**config.mk**
```make
export PLATFORM = sky130hd
export DESIGN_NAME = stopwatch_ctrl
export DESIGN_NICKNAME = d
export VERILOG_FILES = /design/src/rtl/stopwatch_ctrl.sv
export SDC_FILE = /design/constraint.sdc
export NUM_CORES = 1
export LEC_CHECK = 0
export ABC_AREA = 1
export CAP_MARGIN = 20
export CORE_MARGIN = 5
export CORE_UTILIZATION = 63
export CTS_BUF_LIST = sky130_fd_sc_hd__clkbuf_4 sky130_fd_sc_hd__clkbuf_8 sky130_fd_sc_hd__clkbuf_16
export CTS_CLUSTER_SIZE = 20
export DETAILED_ROUTE_END_ITERATION = 6
export PLACE_DENSITY = 0.84
export SLEW_MARGIN = 25
export SYNTH_ARGS = -nofsm -noshare
export SYNTH_HDL_FRONTEND = slang
export SYNTH_SLANG_ARGS = --single-unit
export TNS_END_PERCENT = 20
```
**constraint.sdc**
```tcl
create_clock -name clk -period 5.6 [get_ports clk]
set_clock_uncertainty 0.2 [all_clocks]
set_input_delay 1.12 -clock clk [delete_from_list [all_inputs] [get_ports clk]]
set_output_delay 1.12 -clock clk [all_outputs]
set_load 0.03 [all_outputs]
```
**src/rtl/stopwatch_ctrl.sv**
```systemverilog
// stopwatch_ctrl: control sequencer for the stopwatch/countdown display datapath.
// Conditions the start/clear keys and the mode/preset switches, generates the
// one-second tick, sequences IDLE/LOAD/RUN/PAUSE/DONE and drives a timed alarm.
//
// Ports:
//   clk         system clock
//   reset       asynchronous active-low reset
//   key_start   start/stop key, async level
//   key_clear   clear key, async level
//   sw_mode     0 = stopwatch (count up), 1 = timer (count down)
//   sw_preset   timer preset: 00 = 15 s, 01 = 30 s, 1x = 45 s
//   done_time   datapath countdown reached 0:00
//   dp_reset    synchronous load/reset strobe to the datapath (high in LOAD)
//   one_second  one-cycle tick while running
//   start_clk   datapath count enable
//   timer       registered mode
//   fifteen/thirty/fortyfive  registered one-hot preset (all 0 in stopwatch mode)
//   alarm       countdown-expired indicator
//   state       IDLE=0, LOAD=1, RUN=2, PAUSE=3, DONE=4
module stopwatch_ctrl #(
  parameter int unsigned CLK_HZ     = 50_000_000,
  parameter int unsigned ALARM_SECS = 5
) (
  input  logic       clk,
  input  logic       reset,
  input  logic       key_start,
  input  logic       key_clear,
  input  logic       sw_mode,
  input  logic [1:0] sw_preset,
  input  logic       done_time,
  output logic       dp_reset,
  output logic       one_second,
  output logic       start_clk,
  output logic       timer,
  output logic       fifteen,
  output logic       thirty,
  output logic       fortyfive,
  output logic       alarm,
  output logic [2:0] state
);

  localparam int unsigned DIV_W = $clog2(CLK_HZ);
  localparam int unsigned ALM_W = $clog2(ALARM_SECS + 1);
  localparam logic [DIV_W-1:0] DIV_LAST = DIV_W'(CLK_HZ - 1);
  localparam logic [ALM_W-1:0] ALM_LAST = ALM_W'(ALARM_SECS - 1);

  typedef enum logic [2:0] {
    ST_IDLE  = 3'd0,
    ST_LOAD  = 3'd1,
    ST_RUN   = 3'd2,
    ST_PAUSE = 3'd3,
    ST_DONE  = 3'd4
  } state_e;

  state_e state_q, state_d;

  logic [1:0]       start_sync, clear_sync;
  logic             start_last, clear_last;
  logic             start_p_c, clear_p_c;
  logic [2:0]       cfg_sync1, cfg_sync2, cfg_q;
  logic             cfg_chg_q, cfg_diff_c;
  logic [DIV_W-1:0] div_cnt;
  logic             tick_c;
  logic [ALM_W-1:0] alm_cnt;

  // Key synchronizers and rising-edge detectors
  always_ff @(posedge clk or negedge reset) begin
    if (!reset) begin
      start_sync <= '0;
      clear_sync <= '0;
      start_last <= 1'b0;
      clear_last <= 1'b0;
    end else begin
      start_sync <= {start_sync[0], key_start};
      clear_sync <= {clear_sync[0], key_clear};
      start_last <= start_sync[1];
      clear_last <= clear_sync[1];
    end
  end

  assign start_p_c = start_sync[1] & ~start_last;
  assign clear_p_c = clear_sync[1] & ~clear_last;

  // Switch synchronizer; new configuration is only accepted while idle
  always_ff @(posedge clk or negedge reset) begin
    if (!reset) begin
      cfg_sync1 <= '0;
      cfg_sync2 <= '0;
    end else begin
      cfg_sync1 <= {sw_mode, sw_preset};
      cfg_sync2 <= cfg_sync1;
    end
  end

  assign cfg_diff_c = (state_q == ST_IDLE) && (cfg_sync2 != cfg_q);

  // Tick fires on the wrap of the divider while it is counting
  assign tick_c = ((state_q == ST_RUN) || (state_q == ST_DONE)) && (div_cnt == DIV_LAST);

  // Next-state logic
  always_comb begin
    state_d = state_q;
    case (state_q)
      ST_LOAD: state_d = ST_IDLE;
      ST_IDLE: begin
        // A pending or freshly detected switch change swallows a start pulse
        if (clear_p_c || cfg_chg_q)          state_d = ST_LOAD;
        else if (start_p_c && !cfg_diff_c)   state_d = ST_RUN;
      end
      ST_RUN: begin
        if (clear_p_c)                       state_d = ST_LOAD;
        else if (start_p_c)                  state_d = ST_PAUSE;
        else if (timer && done_time)         state_d = ST_DONE;
      end
      ST_PAUSE: begin
        if (clear_p_c)                       state_d = ST_LOAD;
        else if (start_p_c)                  state_d = ST_RUN;
      end
      ST_DONE: begin
        if (clear_p_c || start_p_c)          state_d = ST_LOAD;
        else if (tick_c && (alm_cnt == ALM_LAST)) state_d = ST_LOAD;
      end
      default: state_d = ST_LOAD;
    endcase
  end

  // State register
  always_ff @(posedge clk or negedge reset) begin
    if (!reset) state_q <= ST_LOAD;
    else        state_q <= state_d;
  end

  assign state = 3'(state_q);

  // Tick divider: counts in RUN/DONE, holds in PAUSE, restarts on entry to DONE
  always_ff @(posedge clk or negedge reset) begin
    if (!reset) begin
      div_cnt <= '0;
    end else begin
      case (state_q)
        ST_RUN, ST_DONE: begin
          if (tick_c || (state_q == ST_RUN && state_d == ST_DONE)) div_cnt <= '0;
          else                                                     div_cnt <= div_cnt + DIV_W'(1);
        end
        ST_PAUSE: div_cnt <= div_cnt;
        default:  div_cnt <= '0;
      endcase
    end
  end

  // Alarm duration counter, counts ticks spent in DONE
  always_ff @(posedge clk or negedge reset) begin
    if (!reset)                  alm_cnt <= '0;
    else if (state_q != ST_DONE) alm_cnt <= '0;
    else if (tick_c)             alm_cnt <= alm_cnt + ALM_W'(1);
  end

  // Registered outputs derived from the next state
  always_ff @(posedge clk or negedge reset) begin
    if (!reset) begin
      dp_reset   <= 1'b1;
      start_clk  <= 1'b0;
      alarm      <= 1'b0;
      one_second <= 1'b0;
    end else begin
      dp_reset   <= (state_d == ST_LOAD);
      start_clk  <= (state_d == ST_RUN);
      alarm      <= (state_d == ST_DONE);
      one_second <= tick_c && (state_q == ST_RUN);
    end
  end

  // Registered mode/preset; a change flags a reload on the following cycle
  always_ff @(posedge clk or negedge reset) begin
    if (!reset) begin
      cfg_q     <= '0;
      cfg_chg_q <= 1'b0;
      timer     <= 1'b0;
      fifteen   <= 1'b0;
      thirty    <= 1'b0;
      fortyfive <= 1'b0;
    end else begin
      cfg_chg_q <= cfg_diff_c;
      if (cfg_diff_c) begin
        cfg_q     <= cfg_sync2;
        timer     <= cfg_sync2[2];
        fifteen   <= cfg_sync2[2] && (cfg_sync2[1:0] == 2'b00);
        thirty    <= cfg_sync2[2] && (cfg_sync2[1:0] == 2'b01);
        fortyfive <= cfg_sync2[2] && cfg_sync2[1];
      end
    end
  end

endmodule

```
Yosys cells after proc, flatten, opt, wreduce, memory -nomap -nowiden

Index checks and enable logic that the tools add are counted.

Input port bits: 8
Logic and storage cells: 70
Register bits: 56
Output and inout bits: 11

$add $sub $neg: 2
Muxes and demuxes: 14
Reduce and logical (&&, ||, !) cells: 19
Bitwise gates (word level): 4
Eq/ne operators: 12

Operator list:

| cell                                                            | count |
|---|---|
| 26-bit case mux with 2 select lines                             | 1 |
| 3-bit 2-to-1 mux                                                | 11 |
| 26-bit by 1-bit adder with 26-bit output, second input constant | 1 |
| 26-bit == test, second input constant                           | 1 |
| 26-bit 2-to-1 mux                                               | 1 |
| 3-bit case mux with 5 select lines                              | 1 |
| 1-bit logical AND                                               | 10 |
| 3-bit by 2-bit == test with 1-bit output, second input constant | 3 |
| 3-bit == test, second input constant                            | 3 |
| 3-bit by 1-bit == test with 1-bit output, second input constant | 2 |
| 1-bit logical OR                                                | 4 |
| 3-bit by 1-bit adder with 3-bit output, second input constant   | 1 |
| 3-bit zero test                                                 | 1 |
| 3-bit inequality test                                           | 1 |
| 3-bit inequality test, second input constant                    | 1 |
| 1-bit bitwise AND                                               | 2 |
| 2-bit by 1-bit == test with 1-bit output, second input constant | 1 |
| 2-bit zero test                                                 | 1 |
| 1-bit NOT                                                       | 2 |
| 2-bit nonzero test                                              | 1 |
| 2-bit OR reduction                                              | 1 |
| 1-bit zero test                                                 | 1 |

Longest topological paths before layout

Word-level depth: 12
Mapped depth: 11
Depth with buffers taken out: 11

Worst setup path after synthesis

No wires, ideal clock.

Path type: in2reg
From: input done_time
To: register div_cnt[19]
Data required time: 5.318 ns
Cell stages on the path: 7
Setup time: 0.082 ns
Arrival: 1.849 ns
Path buffers: 2
Slack: 3.469 ns
Cell sequence: nand2_1 -> inv_1 -> o2111ai_1 -> nand2_2 -> buf_6 -> buf_8 -> o22ai_2

Word-level cells in the longest chain between the ends: 10

Ends and longest elaborated chain:

| element                             | RTL line | source |
|---|---|---|
| start: declaration                  | 30       | `input logic done_time,` |
| 1-bit logical AND                   | 113      | `else if (timer && done_time) state_d = ST_DONE;` |
| 3-bit 2-to-1 mux                    | 113      |  |
| 3-bit 2-to-1 mux                    | 112      | `else if (start_p_c) state_d = ST_PAUSE;` |
| 3-bit 2-to-1 mux                    | 111      | `if (clear_p_c) state_d = ST_LOAD;` |
| 3-bit case mux with 5 select lines  | 103      | `case (state_q)` |
| 3-bit == test                       | 142      | `if (tick_c \|\| (state_q == ST_RUN && state_d == ST_DONE)) div_cnt <= '0;` |
| 1-bit logical AND                   | 142      |  |
| 1-bit logical OR                    | 142      |  |
| 26-bit 2-to-1 mux                   | 142      |  |
| 26-bit case mux with 2 select lines | 140      | `case (state_q)` |
| end signal: assignment              | 143      | `else div_cnt <= div_cnt + DIV_W'(1);` |
| end signal: assignment              | 145      | `ST_PAUSE: div_cnt <= div_cnt;` |
| end: declaration                    | 62       | `logic [DIV_W-1:0] div_cnt;` |

Every way passes these cells.
A chain may end at the register's enable or synchronous reset.

Final worst setup path

From: register state_q[0] (netlist: state[0])
To: output state[0]

RTL lines:

| element                  | RTL line | source |
|---|---|---|
| start: declaration       | 55       | `state_e state_q, state_d;` |
| start signal: assignment | 130      | `else state_q <= state_d;` |
| end: declaration         | 39       | `output logic [2:0] state` |

No word-level cell between the ends.

==> results.yml <==
timing:
  tns_ps: 0
  hold_viol_final: 0
  slew_violations: 0
  grt_setup_unrepaired: "no"
  worst_slack_ps: 2680
  setup_viol: 0
  final.period_utilization: 0.521
  holdWs_ps: 162
  slew_headroom: 0.384
  tightest_slew_ps: 922
  timing.final.crit_period_ps: 2920
  maxClockFrequency_ghz: 0.342
setup_path:
  worst_setup_path_start_kind: "flip-flop"
  crit_path_max_fanout: 5
  crit_chain: "clkdlybuf4s50_1"
  reg2reg_end: "div_cnt[18]"
  worst_endpoint_required_time_ps: 4280
  path_depth: 1
  timing_worst_setup_path_type: "reg -> out"
  timing.reg2reg.worst_path_depth: 10
  setup.worst_path.end_class: "primary output"
  timing.critical_path.from: "state[0]"
  crit_slowest_cell: "clkdlybuf4s50_1"
  critPathArrivalTime_ps: 1600
  timing.reg2reg.setup_slack_ps: 2940
  critical-path-max-stage-delay_ps: 690
  critical_path_buf_inv_count: 1
  worstSetupEndpoint: "state[0]"
  launching_point_of_the_worst_reg2reg_path: "state[2]"
  crit_family: "buffers and inverters"
cts:
  cts_tree: "yes"
  cts-hold-fix-buffers: 0
  cts.root.buffer_cell: "clkbuf_8"
  cts_inserted_buffers: 5
  clk_pin_slew_worst_setup_hold_paths_ps: 110
  cts.sink_count: 55
  cts.path.max_buffers: 2
  cts_post_setup_buffers_inserted: 0
  clock_insertion_delay_worst_skew_ps: 320
  cts_resized: 0
  clock_tree.htree_level_count: 2
floorplanning:
  core_region_area_sq_mm: 0.00466
  ios: 19
  die_x_um: 78.8
  die_h_um: 78.8
  die_area_sq_mm: 0.00620
  floorplan.initialDensity: 0.639
  placementRows: 25
flow_run:
  maxCapViolCount: 0
pwr:
  leakage_uw: 0.00148
  power_density_mw_per_mm2: 307
  worst_ir_drop_vdd_mv: 0.215
final_layout:
  final_net_count: 407
  layout.cell_area.non_filler_sq_mm: 0.00328
  final_core_util: 0.705
  layout-area-overhead-vs-synth_pct: 10.3
  antenna_cells: 0
  fraction_of_final_layout_cells_sized_beyond_drive_strength_1: 0.106
  mostFrequentLayoutCell: "nand2_1"
  most-common-layout-cells: "90 x nand2_1, 56 x inv_1, 53 x dfrtp_1"
  nFillCells: 374
logic_synthesis:
  yosys.cell_types.count: 34
  mappedNetlistArea_sq_mm: 0.00298
  syn_avg_cell_area_sq_um: 7.92
  synth-edff-count: 0
  ys.warnings.count: 0
  synth.net_count: 387
  yosysSeqAreaShare: 0.463
  yosys_most_used_dff: "dfrtp_1"
  synth_async_sr_flop_share: 1.00
  netlist_instances: 376
  ys_ff_latch: 55
detailed_routing:
  number_of_nets_with_antenna_violations_after_routing: 0
  vias_per_cell: 5.70
  drt-pass1-iter-count: 5
  totalWireLength_mm: 6.50
  via_count: 2572
  drt_iter0_markers: 261
  avgRoutedWirePerCell_um: 14.4
  drc_errors: 0
hold_path:
  hold-path-cell-count: 0
  hp-class: "reg -> reg"
place:
  place.port_buffers: 18
  placed_area_sq_mm: 0.00318
  pre_cts_slack_ps: 2530
  final_gp_congestion: 0.883
  place_hpwl_mm: 4.67
outcome:
  status: "finished clean"
global_routing:
  antenna_found_initial: 0
  grt_pass1_vias: 2383
  gr-total-overflow: 0
  maximum_number_of_pins_on_one_net_before_global_route_repair: 56
  grt_pass1_wl_mm: 11.0
  gr-usage-all-layers: 0.226
synthesized netlist by cell type (all sizes together) (3+ instances only):
library cell / count / area [sq um]
nand4: 7 / 43.8
o31ai: 4 / 35.0
ha: 3 / 37.5
nor3: 7 / 40.0
xor2: 5 / 43.8
xnor2: 4 / 35.0
nand2: 99 / 394
dfrtp: 53 / 1330
buf: 4 / 36.3
a21oi: 7 / 35.0
nand3: 40 / 205
nor2: 41 / 191
inv: 59 / 221
o21ai: 19 / 95.1
o22ai: 13 / 125
report_power, final:
part	switching [uW]	total (uW)	internal, uW
clock	146	242	95.4
combinational	191	287	95.4
sequential	33.9	481	447
worst register-to-register path: cells and delay by family, from the launching register on:
| family | cells | cell delay [ps] |
|---|---|---|
| buffers and inverters | 3 | 400 |
| flip-flops | 1 | 470 |
| AND/OR/NAND/NOR | 6 | 1350 |
| AO/OA/AOI/OAI | 1 | 100 |
metrics by stage:
step	total power, uW	cells
4_1_cts	1010	451
3_3_place_gp	767	443
3_5_place_dp	776	443
2_1_floorplan	674	376
5_1_grt	1060	451
6_report	1010	451
final cells by class:
cell class                 instances  area [sq um]  area share
clock buffer                       5          68.8      0.0210
clock inverter                     3          31.3     0.00952
inverter                          59           221      0.0674
multi-input combinational        256          1330       0.406
sequential                        55          1380       0.420
tap                               54          67.6      0.0206
timing repair buffer              19           183      0.0556
layer usage:
| layer | wire length, um | track usage | up-vias |
|---|---|---|---|
| met3 | 448 | 0.0351 | 15 |
| met1 | 2910 | 0.313 | 1201 |
| met4 | 103 | 0.0769 | 0 |
| li1 | - | - | 1250 |
| met5 | 0 | 0 | - |
| met2 | 3050 | 0.362 | 106 |
state kept, by name, summed over array words and instances (netlist names), 2 cells and up:
name and flops:
div_cnt 26, alm_cnt 3, cfg_sync1 3, cfg_sync2 3, state 3, cfg_q 2, clear_sync 2, start_sync 2
kinds of logic after synthesis:
group | synth area share
XOR/XNOR | 0.0265
AO/OA/AOI/OAI | 0.113
flip-flops | 0.463
buffers and inverters | 0.0891
adder cells (fa/ha/maj) | 0.0126
AND/OR/NAND/NOR | 0.296
worst min path at each step:
stage	startpoint	to	slack, ps
floorplan	cfg_sync1[0]	cfg_sync2[0]	130
global placement	cfg_sync1[0]	cfg_sync2[0]	130
detailed placement	start_sync[0]	start_sync[1]	140
CTS	start_sync[0]	start_sync[1]	160
global route	clear_sync[0]	clear_sync[1]	170
finish	start_sync[0]	start_sync[1]	160
No activity file was read; power rests on OpenSTA's default activity.
